<file path="src/rtl/ext_bus_pkg.sv">
// ext_bus_pkg: shared types and constants for the external-bus fan-out controller.
// Latency: n/a (declarations only).
// Backpressure: n/a.
package ext_bus_pkg;

  // Transaction sequencer states.
  typedef enum logic [1:0] {
    IDLE    = 2'd0,
    ACCESS  = 2'd1,
    RESP    = 2'd2,
    RELEASE = 2'd3
  } state_t;

  // CSR window word offsets.
  localparam logic [1:0] IRQ_STATUS = 2'd0;
  localparam logic [1:0] IRQ_MASK   = 2'd1;
  localparam logic [1:0] ERR_COUNT  = 2'd2;
  localparam logic [1:0] ERR_ADDR   = 2'd3;

  // Read word returned when a peripheral access times out.
  localparam logic [31:0] ERR_DATA_DEFAULT = 32'hDEAD_BEEF;

endpackage

</file>
<file path="src/rtl/ext_bus_ctrl_if.sv">
// ext_bus_ctrl_if: bridge-side and peripheral-side signals of the fan-out controller.
// Latency: n/a (wiring only).
// Backpressure: bridge holds m_bus_enable until m_acknowledge; peripherals answer with s_acknowledge.
// Modports: slave = the controller (serves the bridge, drives the peripherals);
//           master = the environment (bridge + peripherals) facing the controller.
interface ext_bus_ctrl_if #(
  parameter int N_SLAVES   = 4,
  parameter int ADDR_W     = 9,
  parameter int SLV_ADDR_W = 6
);

  // Bridge side
  logic                     m_bus_enable;
  logic [ADDR_W-1:0]        m_address;
  logic                     m_rw;
  logic [3:0]               m_byte_enable;
  logic [31:0]              m_write_data;
  logic [31:0]              m_read_data;
  logic                     m_acknowledge;
  logic                     m_irq;

  // Peripheral side
  logic [N_SLAVES-1:0]      s_bus_enable;
  logic [SLV_ADDR_W-1:0]    s_address;
  logic                     s_rw;
  logic [3:0]               s_byte_enable;
  logic [31:0]              s_write_data;
  logic [N_SLAVES*32-1:0]   s_read_data;
  logic [N_SLAVES-1:0]      s_acknowledge;
  logic [N_SLAVES-1:0]      s_irq;

  modport slave (
    input  m_bus_enable, m_address, m_rw, m_byte_enable, m_write_data,
    output m_read_data, m_acknowledge, m_irq,
    output s_bus_enable, s_address, s_rw, s_byte_enable, s_write_data,
    input  s_read_data, s_acknowledge, s_irq
  );

  modport master (
    output m_bus_enable, m_address, m_rw, m_byte_enable, m_write_data,
    input  m_read_data, m_acknowledge, m_irq,
    input  s_bus_enable, s_address, s_rw, s_byte_enable, s_write_data,
    output s_read_data, s_acknowledge, s_irq
  );

endinterface

</file>
<file path="src/rtl/ext_bus_csr.sv">
// ext_bus_csr: IRQ mask, timeout error counter/address, CSR read mux and registered m_irq.
// Latency: register writes land on the strobe edge; read mux is combinational; o_irq lags one cycle.
// Backpressure: none, accepts a strobe every cycle.
// Ports: i_access/i_rw/i_offset/i_mask_wdata = CSR access strobe and fields,
//        i_irq = raw peripheral interrupts, i_timeout/i_err_addr = timeout log strobe,
//        o_rdata = selected CSR value, o_irq = masked interrupt OR.
module ext_bus_csr
  import ext_bus_pkg::*;
#(
  parameter int N_SLAVES = 4,
  parameter int ADDR_W   = 9
) (
  input  logic                clk,
  input  logic                rst_n,
  input  logic                i_access,
  input  logic                i_rw,
  input  logic [1:0]          i_offset,
  input  logic [N_SLAVES-1:0] i_mask_wdata,
  input  logic [N_SLAVES-1:0] i_irq,
  input  logic                i_timeout,
  input  logic [ADDR_W-1:0]   i_err_addr,
  output logic [31:0]         o_rdata,
  output logic                o_irq
);

  logic [N_SLAVES-1:0] r_mask;
  logic [15:0]         r_err_cnt;
  logic [ADDR_W-1:0]   r_err_addr;
  logic                r_irq;
  logic                w_wr;

  assign w_wr  = i_access & ~i_rw;
  assign o_irq = r_irq;

  always_ff @(posedge clk or negedge rst_n) begin
    if (!rst_n) begin
      r_mask     <= '0;
      r_err_cnt  <= '0;
      r_err_addr <= '0;
      r_irq      <= 1'b0;
    end else begin
      if (w_wr && (i_offset == IRQ_MASK)) begin
        r_mask <= i_mask_wdata;
      end
      // Timeouts and CSR accesses never coincide (one transaction at a time),
      // so the clear-on-write has no real conflict with the increment.
      if (i_timeout) begin
        if (r_err_cnt != 16'hFFFF) begin
          r_err_cnt <= r_err_cnt + 16'd1;
        end
        r_err_addr <= i_err_addr;
      end else if (w_wr && (i_offset == ERR_COUNT)) begin
        r_err_cnt <= '0;
      end
      r_irq <= |(i_irq & r_mask);
    end
  end

  always_comb begin
    o_rdata = '0;
    case (i_offset)
      IRQ_STATUS: o_rdata = 32'(i_irq);
      IRQ_MASK:   o_rdata = 32'(r_mask);
      ERR_COUNT:  o_rdata = 32'(r_err_cnt);
      ERR_ADDR:   o_rdata = 32'(r_err_addr);
    endcase
  end

endmodule

</file>
<file path="src/rtl/ext_bus_ctrl.sv">
// ext_bus_ctrl: decodes bridge accesses to one of N peripherals or a CSR window, one at a time.
// Latency: peripheral ack at edge k -> m_acknowledge at k+1; CSR ack 2 edges after request; timeout after TIMEOUT cycles.
// Backpressure: bridge holds m_bus_enable until m_acknowledge; a new request is only taken after it drops.
// Ports: clk, rst_n (async active-low); bus = ext_bus_ctrl_if.slave carrying the bridge
//        request/response and the shared, latched peripheral bus with per-slot enable/ack/data/irq.
module ext_bus_ctrl
  import ext_bus_pkg::*;
#(
  parameter int          N_SLAVES   = 4,
  parameter int          ADDR_W     = 9,
  parameter int          SLV_ADDR_W = 6,
  parameter int          TIMEOUT    = 255,
  parameter logic [31:0] ERR_DATA   = ERR_DATA_DEFAULT
) (
  input  logic          clk,
  input  logic          rst_n,
  ext_bus_ctrl_if.slave bus
);

  localparam int IDX_W = ADDR_W - SLV_ADDR_W;

  state_t              r_state;
  state_t              w_next;
  logic [ADDR_W-1:0]   r_addr;
  logic                r_rw;
  logic [3:0]          r_be;
  logic [31:0]         r_wdata;
  logic [N_SLAVES-1:0] r_onehot;
  logic                r_is_csr;
  logic [15:0]         r_cnt;
  logic [31:0]         r_rdata;

  logic [IDX_W-1:0]    w_idx;
  logic [N_SLAVES-1:0] w_onehot;
  logic                w_sel_ack;
  logic [31:0]         w_sel_rdata;
  logic [31:0]         w_csr_rdata;
  logic                w_latch;
  logic                w_done_ack;
  logic                w_done_to;
  logic                w_csr_access;

  // Region decode: any index beyond the last peripheral lands in the CSR window.
  assign w_idx = bus.m_address[ADDR_W-1:SLV_ADDR_W];

  always_comb begin
    w_onehot = '0;
    for (int i = 0; i < N_SLAVES; i++) begin
      w_onehot[i] = (int'(w_idx) == i);
    end
  end

  // Only the selected peripheral's ack and read slot are ever looked at.
  assign w_sel_ack = |(bus.s_acknowledge & r_onehot);

  always_comb begin
    w_sel_rdata = '0;
    for (int i = 0; i < N_SLAVES; i++) begin
      w_sel_rdata = w_sel_rdata | (bus.s_read_data[32*i +: 32] & {32{r_onehot[i]}});
    end
  end

  always_ff @(posedge clk or negedge rst_n) begin
    if (!rst_n) begin
      r_state <= IDLE;
    end else begin
      r_state <= w_next;
    end
  end

  always_comb begin
    w_next       = r_state;
    w_latch      = 1'b0;
    w_done_ack   = 1'b0;
    w_done_to    = 1'b0;
    w_csr_access = 1'b0;
    case (r_state)
      IDLE: begin
        if (bus.m_bus_enable) begin
          w_latch = 1'b1;
          w_next  = ACCESS;
        end
      end
      ACCESS: begin
        if (r_is_csr) begin
          w_csr_access = 1'b1;
          w_next       = RESP;
        end else if (w_sel_ack) begin
          // Checked ahead of the timeout so an ack on the last cycle still wins.
          w_done_ack = 1'b1;
          w_next     = RESP;
        end else if (r_cnt == 16'(TIMEOUT - 1)) begin
          w_done_to = 1'b1;
          w_next    = RESP;
        end
      end
      RESP: begin
        w_next = RELEASE;
      end
      RELEASE: begin
        // Hold here until the bridge drops its enable so one request gives one ack.
        if (!bus.m_bus_enable) begin
          w_next = IDLE;
        end
      end
      default: w_next = IDLE;
    endcase
  end

  always_ff @(posedge clk or negedge rst_n) begin
    if (!rst_n) begin
      r_addr   <= '0;
      r_rw     <= 1'b0;
      r_be     <= '0;
      r_wdata  <= '0;
      r_onehot <= '0;
      r_is_csr <= 1'b0;
      r_cnt    <= '0;
      r_rdata  <= '0;
    end else begin
      if (w_latch) begin
        r_addr   <= bus.m_address;
        r_rw     <= bus.m_rw;
        r_be     <= bus.m_byte_enable;
        r_wdata  <= bus.m_write_data;
        r_onehot <= w_onehot;
        r_is_csr <= ~|w_onehot;
        r_cnt    <= '0;
      end else if ((r_state == ACCESS) && !r_is_csr) begin
        r_cnt <= r_cnt + 16'd1;
      end
      if (w_done_ack) begin
        r_rdata <= w_sel_rdata;
      end else if (w_done_to) begin
        r_rdata <= ERR_DATA;
      end else if (w_csr_access) begin
        r_rdata <= w_csr_rdata;
      end
    end
  end

  ext_bus_csr #(
    .N_SLAVES (N_SLAVES),
    .ADDR_W   (ADDR_W)
  ) u_csr (
    .clk          (clk),
    .rst_n        (rst_n),
    .i_access     (w_csr_access),
    .i_rw         (r_rw),
    .i_offset     (r_addr[1:0]),
    .i_mask_wdata (r_wdata[N_SLAVES-1:0]),
    .i_irq        (bus.s_irq),
    .i_timeout    (w_done_to),
    .i_err_addr   (r_addr),
    .o_rdata      (w_csr_rdata),
    .o_irq        (bus.m_irq)
  );

  // Enables come straight off the state register, so reset drops them at once.
  assign bus.s_bus_enable  = ((r_state == ACCESS) && !r_is_csr) ? r_onehot : '0;
  assign bus.s_address     = r_addr[SLV_ADDR_W-1:0];
  assign bus.s_rw          = r_rw;
  assign bus.s_byte_enable = r_be;
  assign bus.s_write_data  = r_wdata;
  assign bus.m_acknowledge = (r_state == RESP);
  assign bus.m_read_data   = r_rdata;

endmodule
</file>
<file path="src/flat_wrapper.sv">
// flat-port wrapper written by rule: the top's interface ports become plain ports
module ext_bus_ctrl_flat import ext_bus_pkg::*;
#(
  parameter int          N_SLAVES   = 4,
  parameter int          ADDR_W     = 9,
  parameter int          SLV_ADDR_W = 6,
  parameter int          TIMEOUT    = 255,
  parameter logic [31:0] ERR_DATA   = ERR_DATA_DEFAULT
)
  (clk, rst_n, bus_m_bus_enable, bus_m_address, bus_m_rw, bus_m_byte_enable, bus_m_write_data, bus_m_read_data, bus_m_acknowledge, bus_m_irq, bus_s_bus_enable, bus_s_address, bus_s_rw, bus_s_byte_enable, bus_s_write_data, bus_s_read_data, bus_s_acknowledge, bus_s_irq);
  ext_bus_ctrl_if #(.N_SLAVES(N_SLAVES), .ADDR_W(ADDR_W), .SLV_ADDR_W(SLV_ADDR_W)) bus_i ();
  input  logic clk;
  input  logic rst_n;
  input wire logic [$bits(bus_i.m_bus_enable)-1:0] bus_m_bus_enable;
  input wire logic [$bits(bus_i.m_address)-1:0] bus_m_address;
  input wire logic [$bits(bus_i.m_rw)-1:0] bus_m_rw;
  input wire logic [$bits(bus_i.m_byte_enable)-1:0] bus_m_byte_enable;
  input wire logic [$bits(bus_i.m_write_data)-1:0] bus_m_write_data;
  output wire logic [$bits(bus_i.m_read_data)-1:0] bus_m_read_data;
  output wire logic [$bits(bus_i.m_acknowledge)-1:0] bus_m_acknowledge;
  output wire logic [$bits(bus_i.m_irq)-1:0] bus_m_irq;
  output wire logic [$bits(bus_i.s_bus_enable)-1:0] bus_s_bus_enable;
  output wire logic [$bits(bus_i.s_address)-1:0] bus_s_address;
  output wire logic [$bits(bus_i.s_rw)-1:0] bus_s_rw;
  output wire logic [$bits(bus_i.s_byte_enable)-1:0] bus_s_byte_enable;
  output wire logic [$bits(bus_i.s_write_data)-1:0] bus_s_write_data;
  input wire logic [$bits(bus_i.s_read_data)-1:0] bus_s_read_data;
  input wire logic [$bits(bus_i.s_acknowledge)-1:0] bus_s_acknowledge;
  input wire logic [$bits(bus_i.s_irq)-1:0] bus_s_irq;
  assign bus_i.m_bus_enable = bus_m_bus_enable;
  assign bus_i.m_address = bus_m_address;
  assign bus_i.m_rw = bus_m_rw;
  assign bus_i.m_byte_enable = bus_m_byte_enable;
  assign bus_i.m_write_data = bus_m_write_data;
  assign bus_m_read_data = bus_i.m_read_data;
  assign bus_m_acknowledge = bus_i.m_acknowledge;
  assign bus_m_irq = bus_i.m_irq;
  assign bus_s_bus_enable = bus_i.s_bus_enable;
  assign bus_s_address = bus_i.s_address;
  assign bus_s_rw = bus_i.s_rw;
  assign bus_s_byte_enable = bus_i.s_byte_enable;
  assign bus_s_write_data = bus_i.s_write_data;
  assign bus_i.s_read_data = bus_s_read_data;
  assign bus_i.s_acknowledge = bus_s_acknowledge;
  assign bus_i.s_irq = bus_s_irq;
  ext_bus_ctrl #(.N_SLAVES(N_SLAVES), .ADDR_W(ADDR_W), .SLV_ADDR_W(SLV_ADDR_W), .TIMEOUT(TIMEOUT), .ERR_DATA(ERR_DATA)) u_core (.clk(clk), .rst_n(rst_n), .bus(bus_i));
endmodule
</file>
<file path="config.mk">
export PLATFORM = sky130hd
export DESIGN_NAME = ext_bus_ctrl_flat
export DESIGN_NICKNAME = d
export VERILOG_FILES = /design/src/rtl/ext_bus_pkg.sv /design/src/rtl/ext_bus_ctrl_if.sv /design/src/rtl/ext_bus_csr.sv /design/src/rtl/ext_bus_ctrl.sv /design/src/flat_wrapper.sv
export SDC_FILE = /design/constraint.sdc
export NUM_CORES = 1
export LEC_CHECK = 0
export CORE_MARGIN = 2
export CORE_UTILIZATION = 45
export CTS_CLUSTER_SIZE = 14
export DETAILED_ROUTE_END_ITERATION = 8
export PLACE_DENSITY = 0.87
export SLEW_MARGIN = 20
export SYNTH_ARGS = -nofsm -noshare
export SYNTH_HDL_FRONTEND = slang
export SYNTH_HIERARCHICAL = 1
export SYNTH_SLANG_ARGS = --single-unit
export TNS_END_PERCENT = 100
</file>
<file path="constraint.sdc">
create_clock -name clk -period 3.4 [get_ports clk]
set_input_delay 0.34 -clock clk [delete_from_list [all_inputs] [get_ports clk]]
set_output_delay 0.34 -clock clk [all_outputs]
set_load 0.05 [all_outputs]
</file>
# == After elaboration in Yosys (flattened, before gate mapping) ==
# Cells that the tools add are included.
# totals
ff_bits,131
input_bits,185
out_inout_bits,81
elab_cells,84
# op_classes
addsub,2
n_eq_ne,15
n_mux,27
bitwise,11
n_reduce_logical,16
# ops
op,n
AND 32 bit,4
case mux 32 bit (4 select lines),1
two-way mux 32 bit,3
OR 32 bit,3
two-way mux 16 bit,5
adder 16 x 1 -> 16 bit (second input constant),2
equality test 16 x 8 -> 1 bit (second input constant),1
inequality test 16 bit (second input constant),1
OR reduction 4 bit,3
two-way mux 1 bit,11
two-way mux 2 bit,5
AND 4 bit,2
equality test 2 bit (second input constant),4
case mux 2 bit (4 select lines),1
equality test 3 bit (second input constant),2
equality test 2 x 1 -> 1 bit (second input constant),2
logical NOT 2 bit,2
two-way mux 4 bit,1
inequality test 2 bit (second input constant),2
inequality test 4 x 1 -> 1 bit (second input constant),1
nonzero test 2 bit,2
equality test 3 x 2 -> 1 bit (second input constant),1
logical AND 1 bit,3
logical NOT 3 bit,1
7 further kinds,8

# == Depth between registers and ports, before layout ==
# logic_depth
depth_word,7
ltp_mapped,11
depth_no_buf,9

# == By module ==
# Netlist, hierarchy kept.
# by_module_without_submodules
mod,n_inst,cells_each,area_per_inst_um2,seq_area_each_um2
ext_bus_ctrl,1,526,5058.6,2527.4
ext_bus_csr,1,188,1970.6,750.7

# == Worst setup path after synthesis ==
# No wires, ideal clock.
# synth_timing
path_kind,flip-flop to flip-flop
start,reg u_core.r_state[1]
end,reg u_core.u_csr.r_err_cnt[12]
setup_ns,0.080
t_arrival_ns,2.282
t_required_ns,3.320
slack_ns,1.038
path_stages_with_launch,10
path_buffers,2
period_less_slack_ns,2.362
path_cell_list,dfrtp_1 inv_1 ha_1 nor2b_1 and4_1 buf_4 inv_1 clkbuf_1 or4_4 o211ai_2
# synth_between
elab_cells_between_ends,9
classes_between,2 x eq/ne; 3 x mux; 1 x bitwise; 3 x reduce/logical
# synth_rtl
element,line,rtl
from (decl),ext_bus_ctrl.sv:22,state_t r_state;
from (signal assigned),ext_bus_ctrl.sv:67,r_state <= w_next;
equality test 2 x 1 -> 1 bit (*),ext_bus_ctrl.sv:77,case (r_state)
two-way mux 1 bit (*),ext_bus_ctrl.sv:77,
via u_core.w_done_to,ext_bus_ctrl.sv:40,logic w_done_to;
inequality test 2 x 1 -> 1 bit (no source line) or nonzero test 2 bit (tied branches),--,
AND reduction 2 bit (no source line),--,
to (signal assigned),ext_bus_csr.sv:49,r_err_cnt <= r_err_cnt + 16'd1;
to (decl),ext_bus_csr.sv:27,logic [15:0] r_err_cnt;
# Mark *: on every way through the listed nets, which the timed path passes. The rest lies on a longest branch.
# A chain may end at the register's enable or synchronous reset.

# == Final worst setup path ==
# layout_timing
start,reg u_core.r_state[1]
end,out bus_s_bus_enable[3]
# layout_between
elab_chain_len,3
# layout_rtl
element,line,rtl
equality test 2 x 1 -> 1 bit,ext_bus_ctrl.sv:160,assign bus.s_bus_enable = ((r_state == ACCESS) && !r_is_csr) ? r_onehot : '0;
logical AND 1 bit,ext_bus_ctrl.sv:160,
two-way mux 4 bit,ext_bus_ctrl.sv:160,
to (decl),flat_wrapper.sv:22,output wire logic [$bits(bus_i.s_bus_enable)-1:0] bus_s_bus_enable;
# No other way between the ends.

==> impl_results.md <==
- Share of synthesized area occupied by flip-flops and latches: 46.6%
- DIE WIDTH: 129 um
- GRT met2 Usage: around 45%
- Per-instance average area after synthesis: slightly below 10 sq um
- Tcrit/Tclk final: approximately 89%
- Power Internal: 2.96 mW
- R2R Path End: u_core/u_csr/r_err_cnt[13]$_DFFE_PN0P_
- GRT Util Overall: about a quarter
- Category of the worst setup path capture point: output pin
- Inserted Clock Buffers: 17
- Met3 Resource Use GR: 9.02%
- Most frequent cells in the layout: clkdlybuf4s50_1, nand2_1, dfrtp_1
- Top cell type's share of synthesized area: 46.6%
- Number of gates resized after CTS: 0
- Worst hold path depth: 3
- Number of global-route vias before repair: between 6,000 and 7,000
- Crit path max fanout: 8
- Starting DRC count in detailed routing: ~370
- Final-layout setup total negative slack: 0 ns
- Worst R2R Path Depth: 8
- Placeable core region: 15,300 sq um
- Max Clk Rate: 331 MHz
- Number of nets in the layout: between 1,000 and 1,500
- Initial Util: between 40 and 50%
- Clk pwr share: 50.9%
- Most common library cell in the layout ignoring fill and taps: clkdlybuf4s50_1
- Number of flip-flops and latches in the synthesized netlist: approximately 130
- Routed via count: around 6,600
- Static Leakage: approximately 4.5 nW
- IR Drop Worst-Case VDD: 0.000311 V
- Die area: 16,600 sq um
- Top-Level Pins: ~270
- Time the worst path needs with I/O delays and setup: 3.02 ns
- Slowest stage cell on the critical path: clkdlybuf4s50_1
- NetSw: about 0.75 mW
- Area growth syn-to-layout: 47.0%
- Clock tree from TritonCTS: yes
- Critical path launch point type: register
- Proportion of power drawn by flip-flops and latches: 42.0%
- Antenna violations before repair: 3
- Root Buffer: clkbuf_16
- Setup CP Type: register to output pin
- Port-buffer cells: roughly 270
- Setup repair after global routing missed its margin: no
- Main synth FF type: dfrtp_1
- Clock slew at the register clock pins of the worst setup and hold paths: approximately 0.06 ns
- Most crowded layer after global routing: met2
- Result of the run: finished clean
- Post CTS Setup Buffer Count: 0
- RR Startpoint: u_core/r_state[1]$_DFFE_PN0P_
- Filler instances: around 1,100
- Worst-case headroom to the max-slew limit: about 43%
- Gate family responsible for the most delay along the worst path: buffers and inverters
- Netlist cell types: about 70
- Flop2flop setup slack: ~0.61 ns
- Count of H-tree levels built during CTS: 4
- Antenna Nets Post-Route: 0
- Combinational Power Share: approximately 7%
- Worst slew pin tran: about 0.86 ns
- Number of vias per cell: 5.56
- Global-route congestion overflow total: 0
- DRC violation count after routing: 0
- Placer's final routability congestion estimate: a little over 0.9
- Power consumption: around 3.7 mW
- Startpoint of the tightest hold check path: bus_m_write_data[13]
- Power density over the cells: 360 nW/um^2
- Leading post-synthesis cells by cell area: dfrtp_1, nand2_1, a22oi_1, o221a_1, buf_4
- Share of cells above drive strength 1: 8.69%
- Global-route wire length before repair: between 30,000 and 40,000 um
- Min-Delay Path Class: primary input to register
- Crit-path max cell delay: between 0.8 and 0.9 ns
- Proportion of register bits with asynchronous set or reset after synthesis: 100%
- Number of placement rows: 45
- Area occupied by multi-input gates: between 3000 and 4000 sq um
- Placed wire-length estimate: around 16,000 um
- Cell type with the highest aggregate area in the netlist: dfrtp_1
- Sequential cell area: between 3000 and 4000 sq um
- DIE HEIGHT: around 130 um
- Worst clock skew on the final layout: 0.0103 ns
- Largest net degree at the start of global routing: 83
- Worst hold path endpoint: u_core/bus.s_write_data[13]$_DFFE_PN0P_
- Drt total wl: around 22,000 um
- Data arrival, critical path: between 2 and 3 ns
- Number of hold violations in the final report: 0
- Routed len/inst: approximately 18 um
- Instance count of the mapped netlist: ~710
- Worst Path Buf+Inv: 2
- Post-cts hold buffer count: 1
- Number of sinks driven by the clock tree: ~130
- Final number of max-transition violations: 0
- Max Cap Violations: 0
- Post-synthesis instance area: around 7000 sq um
- Worst Path Required: 3.06 ns
- Initial DRT Pass Iterations: 5
- Final Setup Violations: 0
- Sequence of cells on the critical path: inv_1, ha_1, nor2b_1, and2_1, clkdlybuf4s50_1
- Synth warnings: 6
- Switching fraction of total power: roughly a fifth
- Count of flip-flops with a built-in enable after synthesis: 0
- Global routing met1 resource utilization: 31.6%
- Clk Latency, worst-skew pair: 0.41 ns
- Clock Tree Buf Depth: 2
-- tightest hold or removal path, stage by stage --
cell and delay, ns:
clkdlybuf4s50_1 0.39, nand2_1 0.05, nand2_1 0.04
-- power groups by stage --
stage | sequential (mW) | clock, mW | combinational, mW
CTS | 1.56 | 1.92 | 0.266
global route | 1.56 | 2.01 | 0.282
detailed placement | 1.59 | 0 | 0.263
finish | 1.56 | 1.89 | 0.263
global placement | 1.59 | 0 | 0.261
floorplan | 1.59 | 0 | 0.0205
-- registers in the layout, indices dropped and copies added, names as in the netlist, 2 cells and up --
register and cells:
u_core/bus.m_read_data 32, u_core/u_csr/r_mask 4, u_core/r_cnt 16, u_core/r_addr 9
u_core/r_state 2, u_core/bus.s_byte_enable 4, u_core/u_csr/r_err_cnt 16, u_core/bus.s_write_data 32
u_core/u_csr/r_err_addr 9, u_core/r_onehot 4
-- cell families (layout without fill, tap and decap cells) --
logic type | after synthesis | after routing | share of synthesized area (%)
and+or+nand+nor | 290 | 290 | 19.7
AOI/OAI and AO/OA | 149 | 149 | 18.6
DFF | 131 | 131 | 46.6
buffers and inverters | 96 | 334 | 7.19
muxes | 30 | 30 | 5.27
xor gates and xnor gates | 9 | 9 | 1.12
adders and majority gates | 8 | 8 | 1.42
other | 1 | 19 | 0.0533
-- cell type report --
| cell class | count | share of cell area (%) |
|---|---|---|
| well taps | 211 | 2.56 |
| repair buffers | 277 | 26.7 |
| flip-flops and latches | 131 | 31.7 |
| multi-input cells | 502 | 32.0 |
| inverters | 25 | 0.908 |
| clock inverters | 12 | 1.50 |
| diodes | 3 | 0.0727 |
| clock buffers | 20 | 4.52 |
-- through the flow --
stage	hold slack (ns)	cell area [sq um]	std cells	setup slack, ns	utilization [%]
after detailed placement	0.439	9690	1145	0.694	63.5
after global routing	0.434	10300	1181	0.181	67.7
final	0.449	10300	1181	0.383	67.7
after floorplan	0.0444	7090	729	1.04	-
after global placement	0.435	9690	1145	0.766	63.5
after CTS	0.433	10300	1178	0.367	67.7
-- worst max-delay path by stage --
stage	start	to	slack, ns	cells after the start
after CTS	u_core/r_state[1]$_DFFE_PN0P_	bus_s_bus_enable[3]	0.37	5
final	u_core/r_state[1]$_DFFE_PN0P_	bus_s_bus_enable[3]	0.38	5
after global placement	u_core/r_state[1]$_DFFE_PN0P_	u_core/u_csr/r_err_cnt[5]$_DFFE_PN0P_	0.77	8
after global routing	u_core/r_state[1]$_DFFE_PN0P_	bus_s_bus_enable[3]	0.18	5
after detailed placement	u_core/r_state[1]$_DFFE_PN0P_	u_core/u_csr/r_err_cnt[13]$_DFFE_PN0P_	0.69	8
after floorplan	u_core/r_state[1]$_DFFE_PN0P_	u_core/u_csr/r_err_cnt[12]$_DFFE_PN0P_	1.04	9
-- synth_stat cells, types with 2 or more instances --
cell	n
a211oi_1	2
a21oi_1	5
a221oi_1	8
a22o_1	12
a22oi_1	51
a22oi_4	3
a31oi_1	4
a41o_1	2
a41oi_1	3
and2_1	13
and3_1	5
and4_1	2
and4_4	2
and4b_1	2
buf_1	3
buf_2	4
buf_4	25
buf_6	6
clkbuf_1	32
dfrtp_1	131
ha_1	8
inv_1	24
mux2_2	15
mux2i_1	10
mux4_2	4
nand2_1	168
nand2b_1	2
nand3_1	35
nand4_1	11
nor2_1	19
nor2b_1	8
nor3_1	2
nor3b_1	2
nor4_1	3
nor4bb_1	3
o211ai_1	7
o211ai_2	2
o21ai_0	2
o21ai_1	3
o221a_1	24
o221ai_1	8
or3_1	3
xnor2_1	4
xor2_1	5
-- metal layers --
| layer | vias to the layer above | wire length (um) |
|---|---|---|
| met4 | 0 | 437 |
| met3 | 30 | 2230 |
| met2 | 344 | 10600 |
| met5 | - | 0 |
| li1 | 3041 | - |
| met1 | 3150 | 8540 |
No activity file was read; power rests on OpenSTA's default activity.
